### src/rtl/phase_seq_driver.sv
// Phase-code transmitter: owns the global phase counter and emits one spike per
// phase cycle at the target popped from an internal FIFO.
module phase_seq_driver #(
    parameter int unsigned PERIOD     = 256,
    parameter int unsigned DEPTH      = 8,
    parameter int unsigned DEPTH_LOG2 = 3
) (
    input  logic                  clk,
    input  logic                  rst_n,
    input  logic                  enable,
    input  logic                  loop_mode,
    input  logic                  wr_valid,
    input  logic [7:0]            wr_phase,
    output logic                  wr_ready,
    output logic [7:0]            global_phase,
    output logic                  cycle_start,
    output logic                  spike_out,
    output logic                  fired_this_cycle,
    output logic [7:0]            phase_tx,
    output logic [DEPTH_LOG2:0]   fifo_count,
    output logic                  underrun
);
    localparam int unsigned PH_W  = 8;
    localparam int unsigned CNT_W = DEPTH_LOG2 + 1;
    localparam logic [PH_W-1:0]  LAST_PH  = PH_W'(PERIOD - 1);
    localparam logic [CNT_W-1:0] FULL_CNT = CNT_W'(DEPTH);

    logic [PH_W-1:0]       r_mem [DEPTH];
    logic [DEPTH_LOG2-1:0] r_wptr;
    logic [DEPTH_LOG2-1:0] r_rptr;
    logic [CNT_W-1:0]      r_count;
    logic [PH_W-1:0]       r_phase;
    logic [PH_W-1:0]       r_target;
    logic                  r_armed;
    logic                  r_cycle_start;
    logic                  r_spike;
    logic                  r_fired;
    logic [PH_W-1:0]       r_phase_tx;
    logic                  r_underrun;

    logic                  w_load;
    logic                  w_empty;
    logic                  w_full;
    logic                  w_pop;
    logic [PH_W-1:0]       w_head;
    logic [PH_W-1:0]       w_head_cl;
    logic                  w_repush;
    logic                  w_wr;
    logic                  w_push;
    logic [PH_W-1:0]       w_push_data;
    logic [PH_W-1:0]       w_phase_n;
    logic                  w_armed_n;
    logic [PH_W-1:0]       w_target_n;
    logic                  w_spike_n;

    // Next-state decode; a full FIFO still accepts a write on the edge it pops.
    always_comb begin
        w_load      = enable && (r_phase == LAST_PH);
        w_empty     = (r_count == '0);
        w_full      = (r_count == FULL_CNT);
        w_pop       = w_load && !w_empty;
        w_head      = r_mem[r_rptr];
        w_head_cl   = (w_head > LAST_PH) ? LAST_PH : w_head;
        w_repush    = w_pop && loop_mode;
        wr_ready    = !loop_mode && (!w_full || w_pop);
        w_wr        = wr_valid && wr_ready;
        w_push      = w_wr || w_repush;
        w_push_data = w_repush ? w_head_cl : wr_phase;
        w_phase_n   = w_load ? '0 : r_phase + PH_W'(1);
        w_armed_n   = w_load ? !w_empty : r_armed;
        w_target_n  = w_pop ? w_head_cl : r_target;
        w_spike_n   = enable && w_armed_n && (w_phase_n == w_target_n);
    end

    // FIFO storage carries no reset; only the pointers define validity.
    always_ff @(posedge clk) begin
        if (rst_n && w_push) begin
            r_mem[r_wptr] <= w_push_data;
        end
    end

    always_ff @(posedge clk) begin
        if (!rst_n) begin
            r_wptr        <= '0;
            r_rptr        <= '0;
            r_count       <= '0;
            r_phase       <= LAST_PH;
            r_target      <= '0;
            r_armed       <= 1'b0;
            r_cycle_start <= 1'b0;
            r_spike       <= 1'b0;
            r_fired       <= 1'b0;
            r_phase_tx    <= '0;
            r_underrun    <= 1'b0;
        end else begin
            if (w_push) begin
                r_wptr <= r_wptr + DEPTH_LOG2'(1);
            end
            if (w_pop) begin
                r_rptr <= r_rptr + DEPTH_LOG2'(1);
            end
            r_count       <= r_count + CNT_W'(w_push) - CNT_W'(w_pop);
            r_cycle_start <= w_load;
            r_underrun    <= w_load && w_empty;
            r_spike       <= w_spike_n;
            if (enable) begin
                r_phase  <= w_phase_n;
                r_target <= w_target_n;
                r_armed  <= w_armed_n && !w_spike_n;
            end
            // A target of 0 fires on the load edge itself, keeping the flag high.
            if (w_spike_n) begin
                r_fired    <= 1'b1;
                r_phase_tx <= w_target_n;
            end else if (w_load) begin
                r_fired    <= 1'b0;
            end
        end
    end

    assign global_phase     = r_phase;
    assign cycle_start      = r_cycle_start;
    assign spike_out        = r_spike;
    assign fired_this_cycle = r_fired;
    assign phase_tx         = r_phase_tx;
    assign fifo_count       = r_count;
    assign underrun         = r_underrun;

endmodule

### config.mk
export PLATFORM = sky130hd
export DESIGN_NAME = phase_seq_driver
export DESIGN_NICKNAME = d
export VERILOG_FILES = /design/src/rtl/phase_seq_driver.sv
export SDC_FILE = /design/constraint.sdc
export NUM_CORES = 1
export LEC_CHECK = 0
export CORE_AREA = 2 2 105 107
export DETAILED_ROUTE_END_ITERATION = 7
export DIE_AREA = 0 0 107 109
export GPL_ROUTABILITY_DRIVEN = 0
export PLACE_DENSITY = 0.62
export SKIP_LAST_GASP = 1
export SYNTH_ARGS = -nofsm -noshare
export SYNTH_HDL_FRONTEND = slang
export SYNTH_SLANG_ARGS = --single-unit
export TNS_END_PERCENT = 5
### constraint.sdc
create_clock -name clk -period 9.9 [get_ports clk]
set_input_delay 1.485 -clock clk [delete_from_list [all_inputs] [get_ports clk]]
set_output_delay 1.485 -clock clk [all_outputs]
set_load 0.02 [all_outputs]
== Word level (Yosys, flattened, before mapping) ==
Memory sizes are Yosys's and may differ from the RTL's. A register that Yosys moved wholly into a read port is not among the register bits.
Cells that the tools add are included.
Widths: inputs -> output; s select.

* Register bits: 39
* RAM bits: 64
* Input bits: 13
* Output and inout bits: 25
* Logic and storage cells: 50
* Memories: 1

{| class="wikitable"
|+ Memories
! memory !! words !! width !! read ports !! clocked after Yosys merged registers in !! wr ports !! line !! text
|-
| r_mem || 8 || 8 || 1 || 1 || 1 || 28 || <nowiki>logic [PH_W-1:0] r_mem [DEPTH];</nowiki>
|}

* $add $sub $neg: 5
* Magnitude comparators: 1
* Equal/unequal tests: 3
* Multiplexer cells: 11
* Reductions and logical operators: 18

{| class="wikitable"
|+ Operators by type and width
! kind !! number
|-
| $mux 8 || 4
|-
| $logic_and 1x1->1 || 10
|-
| $add 8x1->8 const B || 1
|-
| $eq 8x8->1 || 1
|-
| $eq 8x8->1 const B || 1
|-
| $gt 8x8->1 const B || 1
|-
| $add 3x1->3 const B || 2
|-
| $mux 3 || 2
|-
| $mux 1 || 5
|-
| $add 4x1->4 || 1
|-
| $eq 4x4->1 const B || 1
|-
| $logic_not 1->1 || 4
|-
| $logic_not 4->1 || 1
|-
| $sub 4x1->4 || 1
|-
| $logic_or 1x1->1 || 2
|-
| $reduce_bool 2->1 || 1
|}

== Logic depth before layout (Yosys ltp) ==
Gate-level depths: netlist of the first run.

* Depth in word-level cells: 10
* Depth in mapped cells: 16
* Gate-level depth less buffers: 14

== Least setup slack after synthesis of the first run ==
No wires, ideal clock.

* Path kind: input -> output
* Start point: input enable
* End point: output wr_ready
* Arrival time: 2539 ps
* Required time: 8415 ps
* Setup slack: 5876 ps
* Stages on the path: 4
* Buffers on the path: 1
* Cell sequence: nand4_1 or3_1 buf_2 a31oi_1

* Word-level cells in the longest chain between the ends: 4

{| class="wikitable"
|+ RTL lines
! what !! line !! text
|-
| start: declaration || 10 || <nowiki>input logic enable,</nowiki>
|-
| $logic_and 1x1->1 || 58 || <nowiki>w_load = enable && (r_phase == LAST_PH);</nowiki>
|-
| $logic_and 1x1->1 || 61 || <nowiki>w_pop = w_load && !w_empty;</nowiki>
|-
| $logic_or 1x1->1 || 65 || <nowiki>wr_ready = !loop_mode && (!w_full || w_pop);</nowiki>
|-
| $logic_and 1x1->1 || 65 ||
|-
| end: declaration || 14 || <nowiki>output logic wr_ready,</nowiki>
|}

Every way passes these cells.

== Worst setup path in the final report of the first run ==
Same ends and word-level chain as after synthesis.

==> impl_metrics.env, run 1 <==
export IMPL_syn_inst=341
export IMPL_setup_violations=0
export IMPL_clk_latency_ns=0.36
export IMPL_fp_coreArea_sq_mm=0.0106
export IMPL_synth_seq_cells=106
export IMPL_postCtsResizedCells=0
export IMPL_avgSynthCellArea_sq_um=13.6
export IMPL_netlist_area_sq_mm=0.00462
export IMPL_overflow=0
export IMPL_area_delta_synth_final_pct=15.5
export IMPL_min_path_type="reg2reg"
export IMPL_grt_max_degree=44
export IMPL_synth_yosys_seq_area_share_pct=59.8
export IMPL_placed_cells_incl_taps=506
export IMPL_maxSlewHeadroom_pct=33.8
export IMPL_synthTopCellsByArea="edfxtp_1 (42%), dfxtp_1 (18%), mux4_2 (5.4%)"
export IMPL_skew_ns=0.00753
export IMPL_reg2reg_to="fifo_count[2]"
export IMPL_synth_top_area_share_pct=41.6
export IMPL_post_route_min_period_ns=5.47
export IMPL_async_reset_ff_share_pct=0
export IMPL_crit_path_max_fanout=15
export IMPL_antenna_found_initial=0
export IMPL_rsz0062_at_grt="false"
export IMPL_synth_ff_type="edfxtp_1"
export IMPL_via_per_inst=5.35
export IMPL_grt_pass1_wl_microns=14000
export IMPL_final_setup_tns_ns=0
export IMPL_yosysWarnings=0
export IMPL_power_leakage_nw=1.91
export IMPL_h_tree_depth=3
export IMPL_die_w_microns=107
export IMPL_min_path_cells=2
export IMPL_timing_rr_start="global_phase[0]"
export IMPL_fmax_mhz=183
export IMPL_num_antenna_cells=0
export IMPL_clkSlewWorstSetupHoldPaths_ns=0.09
export IMPL_nFillCells=914
export IMPL_layout_commonest_cell="edfxtp_1"
export IMPL_end_kind="output port"
export IMPL_wl_per_cell_microns=16.9
export IMPL_initial_core_util_pct=43.6
export IMPL_post_place_ws_ns=4.45
export IMPL_drive_above_1_share_pct=14.4
export IMPL_cts_buffer_depth=2
export IMPL_min_to="r_armed"
export IMPL_layout_common_cells="edfxtp_1 (64), dfxtp_1 (42), clkdlybuf4s50_1 (37)"
export IMPL_grt_usage_pct=16.1
export IMPL_p_total_w=0.00104
export IMPL_numCtsBuffers=9
export IMPL_fin_crit_sh_pct=55.3
export IMPL_pin_count=38
export IMPL_hold_buffers=0
export IMPL_cts_tree="yes"
export IMPL_finalHoldViolations=0
export IMPL_postRouteWirelength_microns=8800
export IMPL_synth_nets=364
export IMPL_tightest_slew_ns=0.992
export IMPL_dp_hpwl_microns=5930
export IMPL_cts_num_sinks=106
export IMPL_ys_types=52
export IMPL_clockRootBuffer="clkbuf_8"
export IMPL_start_kind="input pin"
export IMPL_yosys_area_top_type="edfxtp_1"
export IMPL_fin_ws_ns=4.43
export IMPL_detail_route_antenna_nets=0
export IMPL_vdd_drop_max_uv=90.7
export IMPL_grt_pass1_vias=2706
export IMPL_holdCritStartpoint="r_armed"
export IMPL_final_nets=400
export IMPL_final_max_slew_viol_count=0
export IMPL_die_area_sq_mm=0.0117
export IMPL_required_ns=8.42
export IMPL_stdcell_count=522
export IMPL_cts_setup_buffers=0
export IMPL_vias=2793
export IMPL_status="complete, no violations"
export IMPL_arrival_ns=3.99
export IMPL_cap_violations=0
export IMPL_drtIter0Drc=127
export IMPL_drc=0
export IMPL_synth_edf_count=64
export IMPL_criticalPathCategory="in2out"
export IMPL_drtPass1Iterations=4
export IMPL_std_cell_rows=38
export IMPL_reg2reg_setup_slack_ns=6.13
export IMPL_reg2reg_depth=12
export IMPL_io_buffers=37
export IMPL_die_h_microns=109
export IMPL_power_density_mw_per_mm2=195
[per-layer routing]
| metal | vias up | track usage, % | part of all wire [%] |
|---|---|---|---|
| met4 | 0 | 5.94 | 1.2 |
| li1 | 1348 | - | - |
| met3 | 9 | 3.17 | 3.4 |
| met5 | - | 0 | 0 |
| met2 | 42 | 26.9 | 50 |
| met1 | 1394 | 21.1 | 45 |
[registers in the layout, summed over array words and instances, names as in the netlist, 3 cells and up, named ones only]
signal	cells
phase_tx	8
r_target	8
r_wptr	3
fifo_count	4
r_rptr	3
r_mem	64
global_phase	8
[cell type report]
class	count	area, sq um	share of cell area, %
clock buffer	10	138	2.58
tap	140	175	3.28
timing repair buffer	43	415	7.78
inverter	9	33.8	0.633
sequential	106	2760	51.8
clock inverter	6	72.6	1.36
multi-input combinational	208	1740	32.6
[critical path, cell delays in order]
cell and delay [ns]:
clkdlybuf4s50_1 0.76, nand4_1 0.26, or3_1 0.58, a31oi_1 0.26, clkdlybuf4s50_1 0.63
[kinds of logic (layout without fill, tap and decap cells)]
kind of cell	after synthesis	count (layout)	share of synthesized area (%)
flops	106	106	59.8
simple gates	95	95	11.3
xor+xnor	14	14	2.65
mux	36	36	12.9
compound gates	53	53	7.66
buf+inv	27	68	2.82
fa+ha+maj	10	10	2.87
[worst max path at each step]
stage	to	start	slack, ns
finish	wr_ready	enable	4.43
CTS	wr_ready	enable	4.43
detailed placement	wr_ready	enable	4.45
global route	wr_ready	enable	4.30
floorplan	wr_ready	enable	5.88
global placement	wr_ready	enable	4.46
[synthesized netlist by cell type (all sizes together) (2+ instances only)]
cell type and count:
or3 3, o211a 4, xnor2 6, edfxtp 64, dfxtp 42, and3b 3
buf 6, and3 4, nand2b 3, mux2i 7, a41oi 2, and4 3
nor2b 3, a31oi 7, clkbuf 12, nor4 3, ha 9, nand4 2
xor2 8, and2 20, inv 8, mux4 16, o21ba 2, a21oi 8
nand2 30, nor3 5, nor2 6, mux2 13, a21boi 4, o21ai 17
nand3 6
[metrics by stage]
| stage | hold slack [ns] | instance area, sq um | util [%] |
|---|---|---|---|
| floorplan | 0.467 | 4620 | - |
| global placement | 0.492 | 5130 | 48.3 |
| detailed placement | 0.497 | 5130 | 48.3 |
| finish | 0.508 | 5340 | 50.3 |
| global route | 0.540 | 5340 | 50.3 |
| CTS | 0.510 | 5340 | 50.3 |
[report_power, final]
part	leakage [nW]	switching, W	internal, W
clock	0.109	0.000147	0.000127
combinational	0.877	0.000125	0.000107
sequential	0.919	0.0000308	0.000502
(Power assumes the default switching activity.)
==> run 2, diff against run 1 <==
PLACE_DENSITY = 0.65   (was 0.62)
clock period = 4.5 ns   (was 9.9 ns; I/O delays follow)
==> impl_metrics.env, run 2 (synthesized netlist as in run 1, its figures left out) <==
export IMPL_detail_route_antenna_nets=0
export IMPL_power_density_mw_per_mm2=422
export IMPL_post_route_util_pct=50.6
export IMPL_wl_per_cell_microns=17.2
export IMPL_largest_reg_flops=64
export IMPL_nFillCells=911
export IMPL_initial_core_util_pct=43.6
export IMPL_vias=2785
export IMPL_final_nets=408
export IMPL_die_area_sq_mm=0.0117
export IMPL_cp_slowest_cell="dfxtp_1"
export IMPL_area_delta_synth_final_pct=16.1
export IMPL_timing_rr_start="global_phase[0]"
export IMPL_min_path_type="reg2reg"
export IMPL_cap_violations=0
export IMPL_clockPowerShare_pct=25.2
export IMPL_placed_cells_incl_taps=514
export IMPL_die_h_microns=109
export IMPL_power_share_sequential_pct=51.6
export IMPL_postCtsResizedCells=0
export IMPL_cts_num_sinks=106
export IMPL_critPathTopFamily="adder cells"
export IMPL_p_int_w=0.00156
export IMPL_grt_max_degree=30
export IMPL_regMostFlops="r_mem"
export IMPL_dp_hpwl_microns=6240
export IMPL_reg2reg_setup_slack_ns=0.98
export IMPL_holdCritStartpoint="r_armed"
export IMPL_setup_violations=0
export IMPL_skew_ns=0.0110
export IMPL_tightest_slew_ns=0.941
export IMPL_overflow=0
export IMPL_hold_buffers=0
export IMPL_path_cells="ha_1 -> nand4_1 -> or3_1 -> inv_2 -> o22a_1 -> clkinv_1 -> ha_1 -> inv_1 -> ha_1 -> fa_1 -> xor2_1 -> and2_1"
export IMPL_cp_common_cell="ha_1"
export IMPL_max_stage_delay_ns=0.48
export IMPL_clkSlewWorstSetupHoldPaths_ns=0.11
export IMPL_layout_commonest_cell="edfxtp_1"
export IMPL_startpoint="global_phase[0]"
export IMPL_num_antenna_cells=0
export IMPL_clockRootBuffer="clkbuf_8"
export IMPL_numCtsBuffers=9
export IMPL_required_ns=4.80
export IMPL_maxSlewHeadroom_pct=37.1
export IMPL_p_sw_share_pct=31.0
export IMPL_pwr_share_comb_pct=23.1
export IMPL_postRouteWirelength_microns=9090
export IMPL_antenna_found_initial=0
export IMPL_post_route_min_period_ns=3.52
export IMPL_drtPass1Iterations=6
export IMPL_std_cell_rows=38
export IMPL_vdd_drop_max_uv=244
export IMPL_final_max_slew_viol_count=0
export IMPL_status="complete, no violations"
export IMPL_crit_path_max_fanout=21
export IMPL_layout_common_cells="edfxtp_1 (64), dfxtp_1 (42), clkdlybuf4s50_1 (37)"
export IMPL_finalHoldViolations=0
export IMPL_fp_coreArea_sq_mm=0.0106
export IMPL_pin_count=38
export IMPL_final_setup_tns_ns=0
export IMPL_io_buffers=37
export IMPL_cts_buffer_depth=2
export IMPL_power_leakage_nw=1.93
export IMPL_grt_pass1_wl_microns=14500
export IMPL_path_buf_inv=3
export IMPL_cts_tree="yes"
export IMPL_drive_above_1_share_pct=15.6
export IMPL_clk_latency_ns=0.39
export IMPL_start_kind="register"
export IMPL_cts_setup_buffers=0
export IMPL_criticalPathCategory="reg2reg"
export IMPL_p_sw_w=0.000703
export IMPL_grt_usage_pct=17.0
export IMPL_die_w_microns=107
export IMPL_via_per_inst=5.25
export IMPL_fin_crit_sh_pct=78.1
export IMPL_stdcell_count=530
export IMPL_end_kind="register"
export IMPL_h_tree_depth=3
export IMPL_rsz0062_at_grt="false"
export IMPL_fmax_mhz=284
export IMPL_grt_pass1_vias=2709
export IMPL_arrival_ns=3.81
export IMPL_drtIter0Drc=151
export IMPL_drc=0
==> run 2: cell types whose count changed in the layout (fill, tap and decap cells not counted), sizes merged <==
cell	previous run	this run
clkbuf	10	9
buf	6	14
inv	10	13
clkinv	4	2
clkinvlp	0	1
bufinv	1	0
==> run 2: routing by layer <==
| metal | part of all wire [%] | track usage [%] | vias up |
|---|---|---|---|
| met2 | 48 | 27.0 | 41 |
| met5 | 0 | 0 | - |
| met4 | 1.9 | 5.66 | 0 |
| met1 | 46 | 22.8 | 1367 |
| li1 | - | - | 1365 |
| met3 | 3.7 | 4.72 | 12 |
==> run 2: power by group through the flow <==
stage               combinational (W)  sequential, W  clock [W]
global placement             0.000515        0.00119          0
finish                       0.000524        0.00117   0.000572
floorplan                    0.000349        0.00119          0
detailed placement           0.000528        0.00119          0
global route                 0.000585        0.00118   0.000629
CTS                          0.000530        0.00117   0.000583
==> run 2: stage by stage <==
stage               hold WS (ns)  worst slack, ns  cell area [sq um]  total power [W]
finish                     0.529            0.985               5370          0.00226
global route               0.545            0.719               5370          0.00239
CTS                        0.524            0.976               5370          0.00228
detailed placement         0.507            0.640               5180          0.00172
global placement           0.482            0.694               5180          0.00171
floorplan                  0.467             1.15               4620          0.00154
==> run 2: area by class of cell <==
type / instances / area, sq um / area share (%)
multi-input combinational: 208 / 1730 / 32.2
sequential: 106 / 2760 / 51.5
tap: 140 / 175 / 3.26
clock inverter: 7 / 65.1 / 1.21
timing repair buffer: 51 / 475 / 8.86
inverter: 9 / 33.8 / 0.630
clock buffer: 9 / 124 / 2.31
==> run 2: worst paths after layout <==
path                                      end  depth (start not counted)
worst max-delay path            fifo_count[2]                         12
worst min-delay path                  r_armed                          2
worst max register to register  fifo_count[2]                         12
worst min register to register        r_armed                          2
==> run 2: worst min-delay path: stages, from the launching register on <==
cell and delay [ns]:
dfxtp_1 0.34, nand2b_1 0.07, a21boi_0 0.07
